$ cat src/rtl/tournament_predictor_nway.sv
// N-wide gshare/simple tournament direction predictor. Predictions are combinational, with zero latency, from the registered BHR and tables.
// There is no backpressure: fetch_stall only freezes the BHR, resolves are always accepted, and table updates become visible one edge later.
module tournament_predictor_nway #(
  parameter int N         = 2,
  parameter int R         = 2,
  parameter int HIST_BITS = 4,
  parameter int CTR_BITS  = 2,
  parameter int META_BITS = 2
) (
  input  logic                          clock,
  input  logic                          reset,
  input  logic [N-1:0]                  fetch_valid,
  input  logic [N-1:0]                  fetch_btb_hit,
  input  logic [N-1:0][31:0]            fetch_pc,
  input  logic                          fetch_stall,
  output logic [N-1:0]                  predict_taken,
  output logic [N-1:0]                  slot_live,
  output logic [N-1:0][3*HIST_BITS+1:0] pred_packet,
  input  logic [R-1:0]                  resolve_valid,
  input  logic [R-1:0][3*HIST_BITS+1:0] resolve_packet,
  input  logic [R-1:0]                  resolve_taken,
  input  logic [R-1:0]                  resolve_mispred
);

  localparam int DEPTH = 2**HIST_BITS;
  localparam logic [CTR_BITS-1:0]  CTR_WEAK  = CTR_BITS'(2**(CTR_BITS-1) - 1);
  localparam logic [META_BITS-1:0] META_WEAK = META_BITS'(2**(META_BITS-1) - 1);

  logic [HIST_BITS-1:0]                 bhr, bhr_nxt, hist_end;
  logic [DEPTH-1:0][CTR_BITS-1:0]       gshare_pht, gshare_nxt;
  logic [DEPTH-1:0][CTR_BITS-1:0]       simple_pht, simple_nxt;
  logic [DEPTH-1:0][META_BITS-1:0]      meta_pht, meta_nxt;

  // Only the index bits of the PC feed the tables.
  logic unused_pc_bits;
  assign unused_pc_bits = ^fetch_pc;

  function automatic logic [CTR_BITS-1:0] ctr_step(input logic [CTR_BITS-1:0] v, input logic up);
    if (up) return (&v) ? v : v + CTR_BITS'(1);
    return (|v) ? v - CTR_BITS'(1) : v;
  endfunction

  function automatic logic [META_BITS-1:0] meta_step(input logic [META_BITS-1:0] v, input logic up);
    if (up) return (&v) ? v : v + META_BITS'(1);
    return (|v) ? v - META_BITS'(1) : v;
  endfunction

  // Walk the bundle oldest to youngest, threading each live branch's own prediction into younger slots' history.
  always_comb begin : predict
    logic [HIST_BITS-1:0] h, sidx, gidx;
    logic gp, sp, live, pt, taken_seen;
    h             = bhr;
    sidx          = '0;
    gidx          = '0;
    gp            = 1'b0;
    sp            = 1'b0;
    live          = 1'b0;
    pt            = 1'b0;
    taken_seen    = 1'b0;
    predict_taken = '0;
    slot_live     = '0;
    pred_packet   = '0;
    for (int i = 0; i < N; i++) begin
      sidx = fetch_pc[i][HIST_BITS+1:2];
      gidx = sidx ^ h;
      gp   = gshare_pht[gidx][CTR_BITS-1];
      sp   = simple_pht[sidx][CTR_BITS-1];
      live = fetch_valid[i] & ~taken_seen;
      pt   = live & fetch_btb_hit[i] & (meta_pht[sidx][META_BITS-1] ? gp : sp);
      slot_live[i]     = live;
      predict_taken[i] = pt;
      pred_packet[i]   = {h, gidx, sidx, gp, sp};
      if (live & fetch_btb_hit[i]) h = (h << 1) | HIST_BITS'(pt);
      taken_seen = taken_seen | pt;
    end
    hist_end = h;
  end

  // Ports are applied in order so that same-entry collisions saturate step by step.
  always_comb begin : train
    logic [HIST_BITS-1:0] gidx, sidx;
    logic gp, sp, t;
    gshare_nxt = gshare_pht;
    simple_nxt = simple_pht;
    meta_nxt   = meta_pht;
    gidx       = '0;
    sidx       = '0;
    gp         = 1'b0;
    sp         = 1'b0;
    t          = 1'b0;
    for (int r = 0; r < R; r++) begin
      if (resolve_valid[r]) begin
        gidx = resolve_packet[r][2*HIST_BITS+1 -: HIST_BITS];
        sidx = resolve_packet[r][HIST_BITS+1 -: HIST_BITS];
        gp   = resolve_packet[r][1];
        sp   = resolve_packet[r][0];
        t    = resolve_taken[r];
        gshare_nxt[gidx] = ctr_step(gshare_nxt[gidx], t);
        simple_nxt[sidx] = ctr_step(simple_nxt[sidx], t);
        if (gp != sp) meta_nxt[sidx] = meta_step(meta_nxt[sidx], gp == t);
      end
    end
  end

  // Descending scan leaves the oldest mispredicting port in control of recovery.
  always_comb begin : bhr_sel
    bhr_nxt = fetch_stall ? bhr : hist_end;
    for (int r = R-1; r >= 0; r--) begin
      if (resolve_valid[r] & resolve_mispred[r])
        bhr_nxt = (resolve_packet[r][3*HIST_BITS+1 -: HIST_BITS] << 1) | HIST_BITS'(resolve_taken[r]);
    end
  end

  always_ff @(posedge clock or negedge reset) begin
    if (!reset) begin
      bhr        <= '0;
      gshare_pht <= {DEPTH{CTR_WEAK}};
      simple_pht <= {DEPTH{CTR_WEAK}};
      meta_pht   <= {DEPTH{META_WEAK}};
    end else begin
      bhr        <= bhr_nxt;
      gshare_pht <= gshare_nxt;
      simple_pht <= simple_nxt;
      meta_pht   <= meta_nxt;
    end
  end

endmodule

$ cat config.mk
export PLATFORM = sky130hd
export DESIGN_NAME = tournament_predictor_nway
export DESIGN_NICKNAME = d
export VERILOG_FILES = /design/src/rtl/tournament_predictor_nway.sv
export SDC_FILE = /design/constraint.sdc
export NUM_CORES = 1
export LEC_CHECK = 0
export BUFFER_PORTS_ARGS = -buffer_cell sky130_fd_sc_hd__clkbuf_2
export CAP_MARGIN = 20
export CORE_MARGIN = 2
export CORE_UTILIZATION = 39
export CTS_CLUSTER_DIAMETER = 200
export CTS_CLUSTER_SIZE = 16
export DETAILED_ROUTE_END_ITERATION = 10
export PLACE_DENSITY = 0.63
export SETUP_SLACK_MARGIN = 0.4
export SLEW_MARGIN = 5
export SYNTH_ARGS = -nofsm -noshare
export SYNTH_HDL_FRONTEND = slang
export SYNTH_SLANG_ARGS = --single-unit
$ cat constraint.sdc
create_clock -name clock -period 2.6 [get_ports clock]
set_input_delay 0.13 -clock clock [delete_from_list [all_inputs] [get_ports clock]]
set_output_delay 0.13 -clock clock [all_outputs]
set_load 0.01 [all_outputs]
# Word level (Yosys, flattened, before mapping)
# Cells that the tools add are included.
[word_totals]
word_cells = 203
regBits = 100
latch_bits = 0
input_bits = 105
mem_bits_ro = 0
memories = 0
ram_bits = 0
[op_classes]
n_shift = 0
n_mux = 95
n_reduce_logical = 16
n_lt_le_gt_ge = 12
n_addsub = 12
n_bitwise = 14
eq_ne = 5
div = 0
multipliers = 0
[ops]
columns = ["operator", "count"]
rows = [
  ["$mux W32", 8],
  ["$bwmux W32", 6],
  ["$bmux W2 S4", 12],
  ["$mux W2", 48],
  ["$lt A4 B5 Y1 const B", 8],
  ["$demux W2 S4", 4],
  ["$mux W4", 5],
  ["$ge A4 B1 Y1 const B", 4],
  ["$or A4 B1 Y4", 4],
  ["$add A2 B1 Y2 const B", 6],
  ["$mux W1", 12],
  ["$reduce_and A2 Y1", 6],
  ["$reduce_or A2 Y1", 6],
  ["$sub A2 B1 Y2 const B", 6],
  ["$xor A4 B4 Y4", 2],
  ["$and A1 B1 Y1", 7],
  ["$logic_and A1 B1 Y1", 4],
  ["$ne A3 B1 Y1 const B", 1],
  ["$eq A1 B1 Y1", 2],
  ["$ne A1 B1 Y1", 2],
  ["$not A1 Y1", 1],
]

# Logic depth before layout (Yosys ltp)
[logic_depth]
ltp_word = 22
depth_mapped = 14

# Worst setup path before layout
# OpenSTA, ideal clock, no wires.
[synth_timing]
path_kind = "flip-flop to output port"
startpoint = "register bhr[2]"
endpoint = "output port predict_taken[1]"
n_path_buf = 1
t_arrival_ns = 3.162
required_ns = 2.470
path_stages_with_launch = 11
setup_slack_ns = -0.692
cell_sequence = "dfrtp_1 > xor2_1 > mux4_2 > mux2i_1 > mux2i_1 > a21o_1 > xor2_1 > mux2i_1 > nand2_1 > a21boi_0 > buf_4"
[synth_lines]
columns = ["item", "line", "rtl"]
rows = [
  ["start, declared", "29", "logic [HIST_BITS-1:0] bhr, bhr_nxt, hist_end;"],
  ["start signal, assigned", "121", "bhr <= bhr_nxt;"],
  ["end, declared", "16", "output logic [N-1:0] predict_taken,"],
]

# Worst setup path after layout
[layout_timing]
startpoint = "register meta_pht[31] (netlist name)"
endpoint = "output port predict_taken[1]"
[layout_between]
elab_chain_cells = 11
[layout_rtl]
columns = ["item", "line", "rtl"]
rows = [
  ["start, declared", "32", "logic [DEPTH-1:0][META_BITS-1:0] meta_pht, meta_nxt;"],
  ["start signal, assigned", "119", "meta_pht <= {DEPTH{META_WEAK}};"],
  ["start signal, assigned", "124", "meta_pht <= meta_nxt;"],
  ["$bmux W2 S4", "69", "pt = live & fetch_btb_hit[i] & (meta_pht[sidx][META_BITS-1] ? gp : sp);"],
  ["$mux W2 (not written as such)", "69", ""],
  ["$mux W1", "69", ""],
  ["$and A1 B1 Y1", "69", ""],
  ["$or A4 B1 Y4", "73", "if (live & fetch_btb_hit[i]) h = (h << 1) | HIST_BITS'(pt);"],
  ["$mux W4", "73", ""],
  ["$xor A4 B4 Y4", "65", "gidx = sidx ^ h;"],
  ["$bmux W2 S4", "66", "gp = gshare_pht[gidx][CTR_BITS-1];"],
  ["$mux W2 (not written as such)", "66", ""],
  ["$mux W1", "69", ""],
  ["$and A1 B1 Y1 (*)", "69", ""],
]
# Every way passes the cells marked *; elsewhere a longest branch is shown, timed or not. The select of a mux whose other input is x is not followed.

==> qor.csv <==
metric;value;unit
holdPathStages;3;
crit_path_start_kind;register;
grt_overflow;0;
portBuffers;78;
stdcell_area;14100;µm²
total_power;11.1;mW
drt_wl_total;43900;µm
outcome;finished with violations;
synth_edf_count;0;
cts.sinks;100;
avgSynthCellArea;8.36;µm²
hold_class;input pin to register;
clock.fmax;299;MHz
utilization;0.603;
timing_hold_violations_final;0;
fin_skew;0.0166;ns
synth_area;9240;µm²
slew_viol_final;0;
synth_cells;1105;
fin_crit;3.35;ns
grt_pass1_wl;65400;µm
antenna_cells;0;
intPower;6.67;mW
grt_max_degree;57;
synth.distinct_cells;85;
fin_setup_tns;-39.01;ns
drv_cap;0;
yosys-top-cells-area;dfrtp_1 (14%), dfstp_2 (14%), mux4_2 (13%), nand2_1 (6.5%), nor2_1 (5.3%);
synth.most_common_cell;nand2_1;
setup_ws;-0.750;ns
end_kind;output port;
yosysTopAreaCell;dfrtp_1;
design.core.area;23300;µm²
pwr-share-comb;0.622;
tightestPinTransition;0.801;ns
viasPerCell;6.16;
async_reset_ff_frac;1.00;
num-nets-final;1622;
final_antenna_net_count;0;
filler_cell_count;2068;
drtIter0Drc;1441;
dr_total_vias;11300;
p_sw;4.44;mW
peakVddDrop;0.000422;V
cts_made_buffers;9;
start_util;0.396;
finalSetupViolCount;107;
grt.met3_usage;0.0854;
gp_congestion;1.09;
cp.arrival;3.22;ns
synth-main-ff-cell;dfrtp_1;
first_global_vias;10700;
htree_levels;3;
dieHeight;158;µm
path_class;register to output port;
firstDrtPassIters;6;
synth-seq-area-share;0.277;
rows;56;
rr_worst_depth;13;
clockBufferDepth;2;
yosys-top-cells-count;nand2_1 (159), nor2_1 (131), o21ai_0 (90);
power_frac_clock;0.129;
place_area;12600;µm²
clk_pin_slew;0.07;ns
crit_fanout;3;
grtUsageTotal;0.353;
violations;negative setup slack;
drc;0;
p_leak;5.92;nW
synth_top_area_frac;0.141;
routedWlPerCell;23.8;µm
p_sw_frac;0.399;
slew_headroom;0.466;
powerDensity;790;nW/µm²
ios;137;
dp_hpwl;33300;µm
rsz0062_at_grt;true;
clk_latency;0.37;ns
crit_required;2.47;ns
cts_tree;yes;
syn_to_final_growth;52.2;%
antenna_found_initial;1;
layout-drive-gt1-share;0.495;
ys_ff_latch;100;
grt_util_met1;0.501;
fp.dieW;158;µm
hold_ws;0.0262;ns
top_usage_layer;met2;
finalCritPeriodShare;1.29;
seq_power_share;0.249;
syn-num-nets;1210;
ys_warn_count;0;
root_buffer;clkbuf_16;
met2_usage;0.513;
fp.dieArea;24900;µm²
cell type report:
type | count | area [µm²] | share of cell area
Multi-Input combinational cell | 902 | 6830 | 0.486
Inverter | 17 | 63.8 | 0.00454
Clock buffer | 9 | 225 | 0.0160
Tap cell | 319 | 399 | 0.0284
Sequential cell | 100 | 2570 | 0.183
Timing Repair Buffer | 487 | 3890 | 0.277
Clock inverter | 7 | 75.1 | 0.00534
final timing paths:
kind,startpoint,endpoint,slack [ns]
hold / removal,resolve_packet[10],bhr[1],0.03
hold reg to reg,meta_pht[20],meta_pht[20],0.64
setup reg to reg,meta_pht[23],meta_pht[25],-0.56
min in group asynchronous,reset,meta_pht[27],0.38
setup / recovery,meta_pht[31],predict_taken[1],-0.75
max in group asynchronous,reset,meta_pht[14],1.40
power by group through the flow:
stage,sequential [mW],combinational (mW),clock (mW)
2_1_floorplan,2.67,2.82,0
3_3_place_gp,2.74,5.44,0
3_5_place_dp,2.75,5.52,0
4_1_cts,2.73,6.36,1.44
5_1_grt,2.81,7.29,1.49
6_report,2.76,6.91,1.44
state kept, by name (all words and copies together) (netlist names):
signal and count:
bhr 4, meta_pht 32, gshare_pht 32, simple_pht 32
timing repair:
action	in CTS	in global routing
setup buffers	32	15
endpoints found under the hold margin	37	0
pin swaps	34	20
hold buffers	1	0
setup endpoints to repair	109	109
cloned	4	0
gates resized for setup	104	57
per-stage QoR:
step           setup WS [ns]  cells
2_1_floorplan         -0.236   1105
3_3_place_gp          -0.774   1773
3_5_place_dp          -0.757   1773
4_1_cts               -0.709   1826
5_1_grt               -0.837   1841
6_report              -0.750   1841
placed cells by master, fill, tap and decap left out, types with 36 or more instances in the layout:
| master | count |
|---|---|
| a21oi_1 | 43 |
| buf_4 | 354 |
| buf_6 | 41 |
| clkbuf_2 | 68 |
| dfrtp_1 | 46 |
| dfstp_2 | 48 |
| mux2i_1 | 38 |
| mux4_2 | 55 |
| nand2_1 | 155 |
| nor2_1 | 122 |
| o211ai_1 | 36 |
| o21ai_0 | 39 |
| o21ai_2 | 36 |
critical path, stage by stage, from the launching register on:
cell	delay [ns]
dfrtp_2	0.46
buf_6	0.13
mux4_2	0.45
mux4_2	0.51
nand2b_4	0.16
o21ai_2	0.10
a21o_1	0.14
xor2_2	0.20
mux2i_2	0.29
nand2_1	0.09
a21boi_1	0.15
buf_2	0.16
metal layers:
layer / share of wire / routed length, µm
met5: 0 / 0
met1: 0.42 / 18600
met4: 0.046 / 2030
met3: 0.11 / 4800
met2: 0.42 / 18400
kinds of logic after synthesis:
logic type,Yosys count,share of synthesized area
compound gates,322,0.222
xor+xnor,20,0.0190
fa+ha+maj,10,0.0115
buf+inv,103,0.0584
flops,100,0.277
mux,103,0.187
simple gates,447,0.224
(Power assumes the default switching activity.)
